File: src/rtl/transposer_pkg.sv
// Shared types and constants for the transposer sequencer and its helpers.
package transposer_pkg;

    localparam int NUM_WORDS = 32;
    localparam int CNT_W     = 5;
    localparam int RND_W     = 24;

    localparam logic [1:0] D_CFG_1  = 2'd0;
    localparam logic [1:0] D_CFG_2  = 2'd1;
    localparam logic [1:0] D_CFG_4  = 2'd2;
    localparam logic [1:0] RS_CFG_1 = 2'd0;
    localparam logic [1:0] RS_CFG_2 = 2'd1;
    localparam logic [1:0] RS_CFG_4 = 2'd2;

    typedef enum logic [1:0] {
        IDLE  = 2'd0,
        CLEAR = 2'd1,
        LOAD  = 2'd2,
        EMIT  = 2'd3
    } seq_state_e;

endpackage

File: src/rtl/rnd_holder.sv
// One-entry randomness register: filled by the rnd handshake, emptied when the
// slice that used it leaves on the output stream.
module rnd_holder
    import transposer_pkg::*;
(
    input  logic             clk_i,
    input  logic             rst_i,
    input  logic             i_load,
    input  logic [RND_W-1:0] i_data,
    input  logic             i_consume,
    output logic             o_full,
    output logic [RND_W-1:0] o_data
);

    logic             r_full;
    logic [RND_W-1:0] r_data;

    // NOTE: non-blocking assignments so every flop samples pre-edge values,
    // independent of the order the simulator evaluates always blocks.
    always_ff @(posedge clk_i) begin
        if (rst_i) begin
            r_full <= 1'b0;
            r_data <= '0;
        end else if (i_consume) begin
            r_full <= 1'b0;
        end else if (i_load) begin
            r_full <= 1'b1;
            r_data <= i_data;
        end
    end

    assign o_full = r_full;
    assign o_data = r_data;

endmodule

File: src/rtl/transposer_sequencer.sv
// Control and stream front-end for the 32x32 bitslice transposer: loads one
// block of words, then streams slices (forward) or recovered words (reverse).
module transposer_sequencer #(
    parameter int NUM_WORDS = transposer_pkg::NUM_WORDS,
    parameter int CNT_W     = transposer_pkg::CNT_W
) (
    input  logic                 clk_i,
    input  logic                 rst_i,
    input  logic                 start_i,
    input  logic                 dir_i,
    input  logic [1:0]           d_cfg_i,
    input  logic [1:0]           rs_cfg_i,
    input  logic                 comp_i,
    input  logic [CNT_W-1:0]     rot_i,
    output logic                 busy_o,
    output logic                 done_o,
    output logic                 redund_err_o,
    output logic [5:0]           err_cnt_o,
    input  logic                 in_valid_i,
    output logic                 in_ready_o,
    input  logic [NUM_WORDS-1:0] in_data_i,
    output logic                 out_valid_o,
    input  logic                 out_ready_i,
    output logic [NUM_WORDS-1:0] out_data_o,
    input  logic                 rnd_valid_i,
    output logic                 rnd_ready_o,
    input  logic [23:0]          rnd_i,
    output logic [NUM_WORDS-1:0] tp_data_o,
    output logic [CNT_W-1:0]     tp_word_sel_o,
    output logic                 tp_write_valid_o,
    output logic                 tp_clear_mem_o,
    output logic [23:0]          tp_random_o,
    output logic [1:0]           tp_d_o,
    output logic [1:0]           tp_rs_o,
    output logic [CNT_W-1:0]     tp_bit_sel_o,
    output logic                 tp_direction_o,
    output logic                 tp_comp_redund_o,
    input  logic [NUM_WORDS-1:0] tp_data_i,
    input  logic                 tp_redund_err_i
);

    import transposer_pkg::*;

    seq_state_e       r_state, w_next_state;
    logic [CNT_W-1:0] r_cnt;
    logic             r_dir, r_comp, r_redund_err, r_done;
    logic [1:0]       r_d_cfg, r_rs_cfg;
    logic [CNT_W-1:0] r_rot;
    logic [5:0]       r_err_cnt;

    logic             w_last, w_in_hs, w_out_hs;
    logic             w_rnd_needed, w_rnd_full, w_fwd_valid;
    logic [23:0]      w_rnd_data;

    assign w_last       = (r_cnt == CNT_W'(NUM_WORDS - 1));
    assign w_in_hs      = in_valid_i & in_ready_o;
    assign w_out_hs     = out_valid_o & out_ready_i;
    assign w_rnd_needed = !r_dir && (r_d_cfg != D_CFG_1);
    assign w_fwd_valid  = !w_rnd_needed || w_rnd_full;

    rnd_holder u_rnd_holder (
        .clk_i     (clk_i),
        .rst_i     (rst_i),
        .i_load    (rnd_valid_i & rnd_ready_o),
        .i_data    (rnd_i),
        .i_consume (w_out_hs & w_rnd_needed),
        .o_full    (w_rnd_full),
        .o_data    (w_rnd_data)
    );

    always_ff @(posedge clk_i) begin
        if (rst_i) r_state <= IDLE;
        else       r_state <= w_next_state;
    end

    // NOTE: every output gets a default before the case, so no path through
    // this block leaves a signal unassigned and infers a latch.
    always_comb begin
        w_next_state     = r_state;
        busy_o           = 1'b1;
        in_ready_o       = 1'b0;
        tp_write_valid_o = 1'b0;
        tp_clear_mem_o   = 1'b0;
        tp_word_sel_o    = '0;
        tp_bit_sel_o     = '0;
        out_valid_o      = 1'b0;
        out_data_o       = '0;
        rnd_ready_o      = 1'b0;
        case (r_state)
            IDLE: begin
                busy_o = 1'b0;
                if (start_i) w_next_state = CLEAR;
            end
            CLEAR: begin
                tp_clear_mem_o = 1'b1;
                w_next_state   = LOAD;
            end
            LOAD: begin
                in_ready_o       = 1'b1;
                tp_word_sel_o    = r_cnt;
                tp_write_valid_o = in_valid_i;
                if (in_valid_i && w_last) w_next_state = EMIT;
            end
            EMIT: begin
                out_data_o = tp_data_i;
                if (r_dir) begin
                    tp_word_sel_o = r_cnt;
                    out_valid_o   = 1'b1;
                end else begin
                    tp_word_sel_o = r_rot;
                    tp_bit_sel_o  = r_cnt;
                    out_valid_o   = w_fwd_valid;
                    rnd_ready_o   = w_rnd_needed && !w_rnd_full;
                end
                if (out_valid_o && out_ready_i && w_last) w_next_state = IDLE;
            end
            default: w_next_state = IDLE;
        endcase
    end

    always_ff @(posedge clk_i) begin
        if (rst_i) begin
            r_cnt        <= '0;
            r_dir        <= 1'b0;
            r_d_cfg      <= '0;
            r_rs_cfg     <= '0;
            r_comp       <= 1'b0;
            r_rot        <= '0;
            r_redund_err <= 1'b0;
            r_err_cnt    <= '0;
            r_done       <= 1'b0;
        end else begin
            r_done <= 1'b0;
            case (r_state)
                IDLE: if (start_i) begin
                    r_dir        <= dir_i;
                    r_d_cfg      <= d_cfg_i;
                    r_rs_cfg     <= rs_cfg_i;
                    r_comp       <= comp_i;
                    r_rot        <= rot_i;
                    r_redund_err <= 1'b0;
                    r_err_cnt    <= '0;
                    r_cnt        <= '0;
                end
                LOAD: if (w_in_hs) begin
                    r_cnt <= w_last ? '0 : r_cnt + 1'b1;
                    // Redundancy check is only meaningful when slices are written back.
                    if (r_dir && tp_redund_err_i) begin
                        r_redund_err <= 1'b1;
                        if (r_err_cnt != 6'h3F) r_err_cnt <= r_err_cnt + 1'b1;
                    end
                end
                EMIT: if (w_out_hs) begin
                    r_cnt  <= w_last ? '0 : r_cnt + 1'b1;
                    r_done <= w_last;
                end
                default: ;
            endcase
        end
    end

    assign done_o           = r_done;
    assign redund_err_o     = r_redund_err;
    assign err_cnt_o        = r_err_cnt;
    assign tp_data_o        = in_data_i;
    assign tp_random_o      = w_rnd_data;
    assign tp_direction_o   = r_dir;
    assign tp_d_o           = r_d_cfg;
    assign tp_rs_o          = r_rs_cfg;
    assign tp_comp_redund_o = r_comp;

endmodule
File: config.mk
export PLATFORM = sky130hd
export DESIGN_NAME = transposer_sequencer
export DESIGN_NICKNAME = d
export VERILOG_FILES = /design/src/rtl/transposer_pkg.sv /design/src/rtl/rnd_holder.sv /design/src/rtl/transposer_sequencer.sv
export SDC_FILE = /design/constraint.sdc
export NUM_CORES = 1
export LEC_CHECK = 0
export CAP_MARGIN = 25
export CORE_MARGIN = 2
export CORE_UTILIZATION = 30
export DETAILED_ROUTE_END_ITERATION = 10
export HOLD_SLACK_MARGIN = 0.05
export PLACE_DENSITY_LB_ADDON = 0.1
export SETUP_SLACK_MARGIN = 0.1
export SLEW_MARGIN = 20
export SYNTH_ARGS = -nofsm -noshare
export SYNTH_HDL_FRONTEND = slang
export SYNTH_SLANG_ARGS = --single-unit
File: constraint.sdc
create_clock -name clk_i -period 2.15 [get_ports clk_i]
set_clock_uncertainty 0.2 [all_clocks]
set_input_delay 0.43 -clock clk_i [delete_from_list [all_inputs] [get_ports clk_i]]
set_output_delay 0.43 -clock clk_i [all_outputs]
set_load 0.03 [all_outputs]
== After elaboration in Yosys (flattened, before gate mapping) ==
Cells that the tools add are included.
Word-level totals
  register bits: 51
  input port bits: 106
  output and inout port bits: 118
  word-level logic and storage cells: 87
Cells by class
  add/subtract/negate cells: 2
  equality and inequality tests: 12
  mux-type cells: 32
  bitwise logic cells: 7
  reduce and logical (&&, ||, !) cells: 22
Operators with widths (number)
  two-way mux 5 bit: 7
  two-way mux 32 bit: 1
  two-way mux 6 bit: 4
  one-hot mux 5 bit (3 select lines): 1
  inequality test 2 bit (second input constant): 7
  two-way mux 1 bit: 12
  one-hot mux 6 bit (2 select lines): 1
  one-hot mux 5 bit (2 select lines): 1
  one-hot mux 2 bit (4 select lines): 1
  AND reduction 4 bit: 2
  adder 6 x 1 -> 6 bit (second input constant): 1
  logical AND 1 bit: 6
  two-way mux 2 bit: 3
  inequality test 6 bit (second input constant): 1
  adder 5 x 1 -> 5 bit (second input constant): 1
  == test 5 bit (second input constant): 1
  AND reduction 5 bit: 1
  bitwise AND 1 bit: 4
  == test 2 bit (second input constant): 2
  AND reduction 2 bit: 2
  nonzero test 2 bit: 2
  logical NOT 1 bit: 3
  NOT 1 bit: 3
  AND reduction 3 bit: 1
  7 further kinds: 7

== Depth between registers and ports, before layout ==
Gate-level depths: netlist of the first run.
  depth in word-level cells: 11
  depth in mapped cells: 7

== Modules after synthesis ==
Synthesis of the first run repeated with hierarchy kept, for this count alone.
Second synthesis, totals
  cell total of the unflattened synthesis: 359
  area total of the unflattened synthesis: 3183.1 um^2
By module, submodules not included
  transposer_sequencer: times used 1, cells an instance 248, area each 1929.4 um^2
  rnd_holder: times used 1, cells an instance 111, area each 1253.7 um^2

== Worst setup path after synthesis of the first run ==
OpenSTA, ideal clock, no wires.
  path type: reg2reg
  from: register r_state[0]
  to: register r_cnt[0]
  library setup time: 70 ps
  data arrival time: 2113 ps
  data required time: 1880 ps
  slack: -234 ps
  stages on the path, launching flop included: 7
  buffers on the path: 0
  period minus slack after synthesis: 2384 ps
  cell sequence: dfxtp_1 > inv_1 > ha_1 > nor2b_2 > or4_4 > or4_1 > a21oi_1
On the way
  cells in the longest elaborated chain, start to end: 5
RTL lines
  start: declaration: RTL line transposer_sequencer.sv:44  | seq_state_e r_state, w_next_state;
  start signal: assignment: RTL line transposer_sequencer.sv:73  | else r_state <= w_next_state;
  == test 2 bit: RTL line transposer_sequencer.sv:89  | case (r_state)
  two-way mux 1 bit: RTL line transposer_sequencer.sv:89
  net in_ready_o: RTL line transposer_sequencer.sv:20  | output logic in_ready_o,
  bitwise AND 1 bit: RTL line transposer_sequencer.sv:56  | assign w_in_hs = in_valid_i & in_ready_o;
  inequality test 2 bit (no line)
  AND reduction 4 bit (no line)
  end signal: assignment: RTL line transposer_sequencer.sv:146  | r_cnt <= w_last ? '0 : r_cnt + 1'b1;
  end signal: assignment: RTL line transposer_sequencer.sv:154  | r_cnt <= w_last ? '0 : r_cnt + 1'b1;
  end: declaration: RTL line transposer_sequencer.sv:45  | logic [CNT_W-1:0] r_cnt;
The timed path passes the listed nets, and every way through them passes these cells.
A chain may end at the register's enable or synchronous reset.

== Worst setup path in the final report of the first run ==
  from: register r_state[1]
  to: output tp_word_sel_o[1]
On the way
  cells in the longest elaborated chain, start to end: 2
RTL lines
  == test 2 bit: RTL line transposer_sequencer.sv:89
  one-hot mux 5 bit (2 select lines) *: RTL line transposer_sequencer.sv:89
  end: declaration: RTL line transposer_sequencer.sv:29  | output logic [CNT_W-1:0] tp_word_sel_o,
Mark *: on every way between the ends. The rest lies on a longest branch, timed or not.

==> results of run 1 <==
[stage by stage]
stage | hold slack, ps | power, W
6_report | 255.7 | 0.003498
4_1_cts | 259.9 | 0.003447
3_3_place_gp | 241.7 | 0.002582
5_1_grt | 286.8 | 0.003683
3_5_place_dp | 246.1 | 0.002599
2_1_floorplan | 236.6 | 0.002006
[timing repair]
action | CTS | global route
buffers inserted | 6 | 2
endpoints found under the setup margin | 55 | 59
gates cloned | 1 | 0
pin swaps | 8 | 6
gates resized for setup | 56 | 23
hold buffers | 0 | 0
endpoints found under the hold margin | 0 | 0
[synth_stat cells (all sizes together) (3+ instances only)]
master	count	area (µm²)
o21ai	8	40.04
inv	5	18.77
dfxtp	51	1021
nand3	6	30.03
clkbuf	19	71.32
buf	32	240.2
nand2	74	277.8
and2	39	245.2
nand4	5	31.28
nor2	10	37.54
nor2b	6	47.54
ha	9	112.6
a21oi	47	235.2
nand2b	3	18.77
a22o	5	43.79
[power groups by stage]
stage	combinational, W	clock [W]	sequential (W)
2_1_floorplan	0.000881	0	0.00113
3_3_place_gp	0.00151	0	0.00107
3_5_place_dp	0.00152	0	0.00108
4_1_cts	0.00170	0.000683	0.00106
5_1_grt	0.00189	0.000727	0.00107
6_report	0.00178	0.000658	0.00106
[metal layers]
| metal | GRT usage [%] | up-vias |
|---|---|---|
| met5 | 0 | - |
| met4 | 3.793 | 0 |
| met3 | 4.681 | 16 |
| met2 | 28.69 | 90 |
| met1 | 20.21 | 1300 |
| li1 | - | 1430 |
[critical path: stages (launching register included)]
cell and delay, ps:
dfxtp_2 350, buf_6 120, ha_4 160, buf_6 120
a21o_4 210, a22o_1 210, buf_6 140
[cell type report]
cell class                      instances  area, µm²  area share (%)
Timing Repair Buffer                  196       1849           39.94
Multi-Input combinational cell        242       1498           32.34
Sequential cell                        51       1023           22.10
Tap cell                              108      135.1           2.918
Clock buffer                            5      68.82           1.486
Clock inverter                          2      37.54          0.8106
Inverter                                5      18.77          0.4053
[worst max path at each step]
stage | cells past startpoint | slack [ps] | from | to
final | 6 | -90 | r_state[1] | tp_word_sel_o[1]
after global routing | 6 | -130 | r_state[1] | tp_word_sel_o[4]
after CTS | 6 | -110 | r_state[1] | tp_word_sel_o[1]
after detailed placement | 5 | -240 | start_i | r_cnt[0]
after global placement | 5 | -260 | start_i | r_cnt[0]
after floorplan | 6 | -80 | r_state[0] | r_cnt[0]
[registers in the layout (all words and copies together), names as in the netlist, 2 cells and up]
register,cells
err_cnt_o,6
tp_d_o,2
r_cnt,5
tp_rs_o,2
r_state,2
u_rnd_holder.o_data,24
r_rot,5
[cells by family (layout without fill, tap and decap cells)]
group,count (synthesis),in the layout
buffers and inverters,56,208
muxes,2,2
and+or+nand+nor,156,156
adders and majority gates,9,9
AOI/OAI and AO/OA,75,75
DFF,51,51
==> out/qor.yml, run 1 <==
status: "finished, violations left"
violations: "setup timing"
hold_depth: 2
setup_tns_ps: -731.4
setup_violations: 42
drtPass1Iterations: 4
synth_ff_type: "dfxtp_1"
r2r_end: "r_cnt[0]"
grt.overflow.total: 0
nets: 616
holdPathEnd: "u_rnd_holder.o_data[0]"
mostFrequentLayoutCells: "clkdlybuf4s50_1 (101), nand2_1 (73), buf_4 (60)"
p_int_w: 0.002203
synth-simple-area-share_pct: 28.94
max_cap_viol_count: 0
final_cells: 609
ir_drop_mv: 0.4076
drc_errors: 0
syn_to_final_growth_pct: 71.10
core_area_um2: 8721
crit_type: "reg2out"
layout_commonest_cell: "clkdlybuf4s50_1"
power_frac_seq_pct: 30.3
wl_met3_um: 568
cts-htree-levels: 2
start_util_pct: 31.03
crit_arrival_ps: 1610
syn_inst: 349
start_kind: "register"
clk_latency_ps: 300
synth.area.mux_share_pct: 0.7397
tightest_slew_ps: 403.7
synth-adder-area-share_pct: 4.161
syn-num-nets: 464
via_per_inst: 4.657
rows: 34
required_ps: 1520
grt_setup_unrepaired: "true"
leakage_nw: 1.941
swShare_pct: 37.01
grt_max_degree: 34
drtIter0Drc: 56
post_synth.cell_area_avg_um2: 7.755
setup_ws_ps: -93.39
clkSinkCount: 51
cts_tree: "yes"
clock-root-buffer: "clkbuf_8"
synth_top_family_by_area: "simple AND/OR/NAND/NOR gates"
fin_crit_ps: 2243
setup.worst_path.end_class: "output port"
dr_total_vias: 2836
slew-limit-headroom_pct: 73.09
worstHoldStart: "u_rnd_holder.o_data[0]"
antenna_cells: 0
die_w_um: 98.98
hold_class: "reg2reg"
syn-cell-area_um2: 2706
placed_cell_area_um2: 4238
p_switching_w: 0.001295
fillers: 861
drive_gt1_share_pct: 26.15
dieHeight_um: 98.98
cts-buffers-inserted: 5
yosysWarnings: 0
hold_viol_final: 0
p_clk_share_pct: 18.8
ys_seq_elements: 51
path_max_fanout: 5
r2r_start: "r_state[0]"
dp_hpwl_mm: 6.391
power_frac_comb_pct: 50.8
wl_met2_mm: 4.388
gp_congestion: 0.8006
ys_types: 43
slew_viol_final: 0
highest_layer: "met4"
r2r_setup_slack_ps: -30
cts_buffer_depth: 2
wire_per_inst_um: 14.32
max_freq_ghz: 0.4458
grt_pass1_vias: 2694
grtUsageTotal_pct: 16.50
grt_first_pass_wirelength_mm: 13.38
worst-r2r-cell-count: 6
synthXorXnorAreaFrac_pct: 0
async_reset_ff_share_pct: 0
p_per_area_nw_per_um2: 755.3
m1WireLength_mm: 3.665
post-route-period-util_pct: 104.3
io_pins: 224
drt-total-wl_mm: 8.722
place_worst_setup_slack_ps: -243.6
seq_area_frac_synth_pct: 37.73
utilization_pct: 53.10
portBuffers: 159
final_area_um2: 4631
dp_cells: 593
antenna_found_initial: 0
clk_pin_slew_ps: 90
synth_edf_count: 0
synth_compound_gate_area_share_pct: 16.23
die_area_um2: 9797
ant_nets: 0
Note: power is estimated with default switching activity, not from simulation.
==> inputs of run 2 (changes only) <==
--- a/config.mk
+++ b/config.mk
@@ -7,7 +7,7 @@
 export LEC_CHECK = 0
 export CAP_MARGIN = 25
 export CORE_MARGIN = 2
-export CORE_UTILIZATION = 30
+export CORE_UTILIZATION = 35
 export DETAILED_ROUTE_END_ITERATION = 10
 export HOLD_SLACK_MARGIN = 0.05
 export PLACE_DENSITY_LB_ADDON = 0.1
==> constraint.sdc (replaced) <==
create_clock -name clk_i -period 2.81 [get_ports clk_i]
set_clock_uncertainty 0.2 [all_clocks]
set_input_delay 0.562 -clock clk_i [delete_from_list [all_inputs] [get_ports clk_i]]
set_output_delay 0.562 -clock clk_i [all_outputs]
set_load 0.03 [all_outputs]
==> out/qor.yml, run 2 (synthesis results as in run 1) <==
status: "completed"  # was finished, violations left
max_cap_viol_count: 0  # unchanged
drtIter0Drc: 75  # was 56
hold_viol_final: 0  # unchanged
rows: 32  # was 34
swShare_pct: 38.16  # was 37.01%
largest_reg_flops: 24  # unchanged
fillers: 740  # was 861
antenna_cells: 0  # unchanged
dieHeight_um: 91.94  # was 98.98 µm
grt_first_pass_wirelength_mm: 12.37  # was 13.38 mm
cts-htree-levels: 2  # unchanged
nets: 586  # was 616
r2r_start: "r_state[0]"  # unchanged
p_int_w: 0.001376  # was 0.002203 W
grt_setup_unrepaired: "false"  # was true
power_frac_seq_pct: 36.8  # was 30.3%
crit_arrival_ps: 1870  # was 1610 ps
setup_tns_ps: 0  # was -731.4 ps
drc_errors: 0  # unchanged
slew-limit-headroom_pct: 63.93  # was 73.09%
clock-root-buffer: "clkbuf_8"  # unchanged
syn_to_final_growth_pct: 55.29  # was 71.10%
tightest_slew_ps: 541.1  # was 403.7 ps
cts_setup_buffers: 0  # was 6
p_per_area_nw_per_um2: 529.5  # was 755.3 nW/µm²
clk_latency_ps: 290  # was 300 ps
hold_class: "reg2reg"  # unchanged
mostFrequentLayoutCells: "clkdlybuf4s50_1 (115), nand2_1 (74), dfxtp_1 (49)"  # was clkdlybuf4s50_1 (101), nand2_1 (73), buf_4 (60)
io_pins: 224  # unchanged
clk_pin_slew_ps: 90  # about the same
via_per_inst: 4.742  # was 4.657
p_clk_share_pct: 18.6  # was 18.8%
max_freq_ghz: 0.3793
drt-total-wl_mm: 7.972  # was 8.722 mm
gp_congestion: 0.8663  # was 0.8006
ant_nets: 0  # unchanged
grt_max_degree: 39  # was 34
grt.overflow.total: 0  # unchanged
core_area_um2: 7607  # was 8721 µm²
slew_viol_final: 0  # unchanged
hold_buffers: 0  # unchanged
seq_area_um2: 1023  # unchanged
crit_type: "in2out"  # was reg2out
cts_buffer_depth: 2  # unchanged
required_ps: 2050  # was 1520 ps
worstHoldStart: "u_rnd_holder.o_data[4]"  # was u_rnd_holder.o_data[0]
start_kind: "primary input"  # was register
ir_drop_mv: 0.3400  # was 0.4076 mV
antenna_found_initial: 0  # unchanged
portBuffers: 159  # unchanged
dr_total_vias: 2722  # was 2836
cts_tree: "yes"  # unchanged
grtUsageTotal_pct: 17.81  # was 16.50%
setup.worst_path.end_class: "output port"  # unchanged
wire_per_inst_um: 13.89  # was 14.32 µm
multi_input_area_um2: 1365  # was 1498 µm²
setup_violations: 0  # was 42
utilization_pct: 55.25  # was 53.10%
p_switching_w: 0.0008492  # was 0.001295 W
post-route-period-util_pct: 93.83
drtPass1Iterations: 4  # unchanged
die_w_um: 91.94  # was 98.98 µm
grt_pass1_vias: 2486  # was 2694
cts-buffers-inserted: 5  # unchanged
fin_crit_ps: 2637
path_max_fanout: 3  # was 5
leakage_nw: 1.719  # was 1.941 nW
layout_commonest_cell: "clkdlybuf4s50_1"  # unchanged
power_frac_comb_pct: 44.6  # was 50.8%
dp_hpwl_mm: 6.111  # was 6.391 mm
clkSinkCount: 51  # unchanged
crit_path_start: "in_valid_i"  # was r_state[1]
drive_gt1_share_pct: 8.475  # was 26.15%
die_area_um2: 8452  # was 9797 µm²
start_util_pct: 35.58  # was 31.03%
==> run 2: cell count changes in the layout (fill, tap and decap cells not counted), sizes merged <==
cell and delta:
clkinv +1, clkbuf +1, bufinv -1, dlymetal6s2s -5
buf -66, clkdlybuf4s50 +14, dlygate4sd2 +27
==> run 2: layout make-up <==
type                       count  area share [%]
clock buffer                   6           1.727
clock inverter                 2          0.2977
inverter                       5          0.4466
multi-input combinational    242           32.48
sequential                    51           24.35
tap                          102           3.037
timing repair buffer         166           37.66
==> run 2: power groups by stage <==
stage,registers (W),clock network (W),logic [W]
2_1_floorplan,0.000856,0,0.000661
3_3_place_gp,0.000830,0,0.00101
3_5_place_dp,0.000832,0,0.00102
4_1_cts,0.000816,0.000430,0.000998
5_1_grt,0.000828,0.000462,0.00107
6_report,0.000819,0.000415,0.000992
==> run 2: worst paths after layout <==
path / cells past startpoint / slack, ps / end
setup / recovery: 3 / 170 / tp_write_valid_o
hold / removal: 2 / 260 / u_rnd_holder.o_data[4]
setup reg to reg: 6 / 450 / r_cnt[0]
hold reg to reg: 2 / 260 / u_rnd_holder.o_data[4]
==> run 2: per-stage QoR <==
stage / total power, W / cells / cell area (µm²) / worst slack, ps / hold slack [ps]
detailed placement: 0.001851 / 566 / 4144 / 172.0 / 246.7
global placement: 0.001836 / 566 / 4144 / 178.4 / 240.9
global route: 0.002360 / 574 / 4203 / 125.3 / 280.9
CTS: 0.002243 / 574 / 4195 / 120.7 / 259.7
finish: 0.002225 / 574 / 4203 / 173.3 / 256.7
floorplan: 0.001517 / 349 / 2706 / 426.3 / 236.6
==> run 2: worst max-delay path, cell delays in order <==
cell and delay (ps):
clkdlybuf4s50_1 500, and2_1 140, clkdlybuf4s50_1 670
==> run 2: repair_timing <==
action	CTS	global route
pin swaps	0	0
endpoints found under the setup margin	42	12
resized for setup	34	3
==> run 2: routing by layer <==
layer | wire length [µm] | up-vias | global-route usage, % | share of wire (%)
li1 | - | 1373 | - | -
met1 | 3293 | 1249 | 22.16 | 41
met2 | 4006 | 88 | 30.39 | 50
met3 | 574 | 12 | 5.259 | 7.2
met4 | 97 | 0 | 4.104 | 1.2
met5 | 0 | - | 0 | 0
==> inputs of run 3 (changes only) <==
--- a/config.mk
+++ b/config.mk
@@ -8,6 +8,7 @@
 export CAP_MARGIN = 25
 export CORE_MARGIN = 2
 export CORE_UTILIZATION = 35
+export CTS_CLUSTER_DIAMETER = 150
 export DETAILED_ROUTE_END_ITERATION = 10
 export HOLD_SLACK_MARGIN = 0.05
 export PLACE_DENSITY_LB_ADDON = 0.1
==> results of run 3 <==
The final DEF is identical to that of run 2; final timing and power are the same.
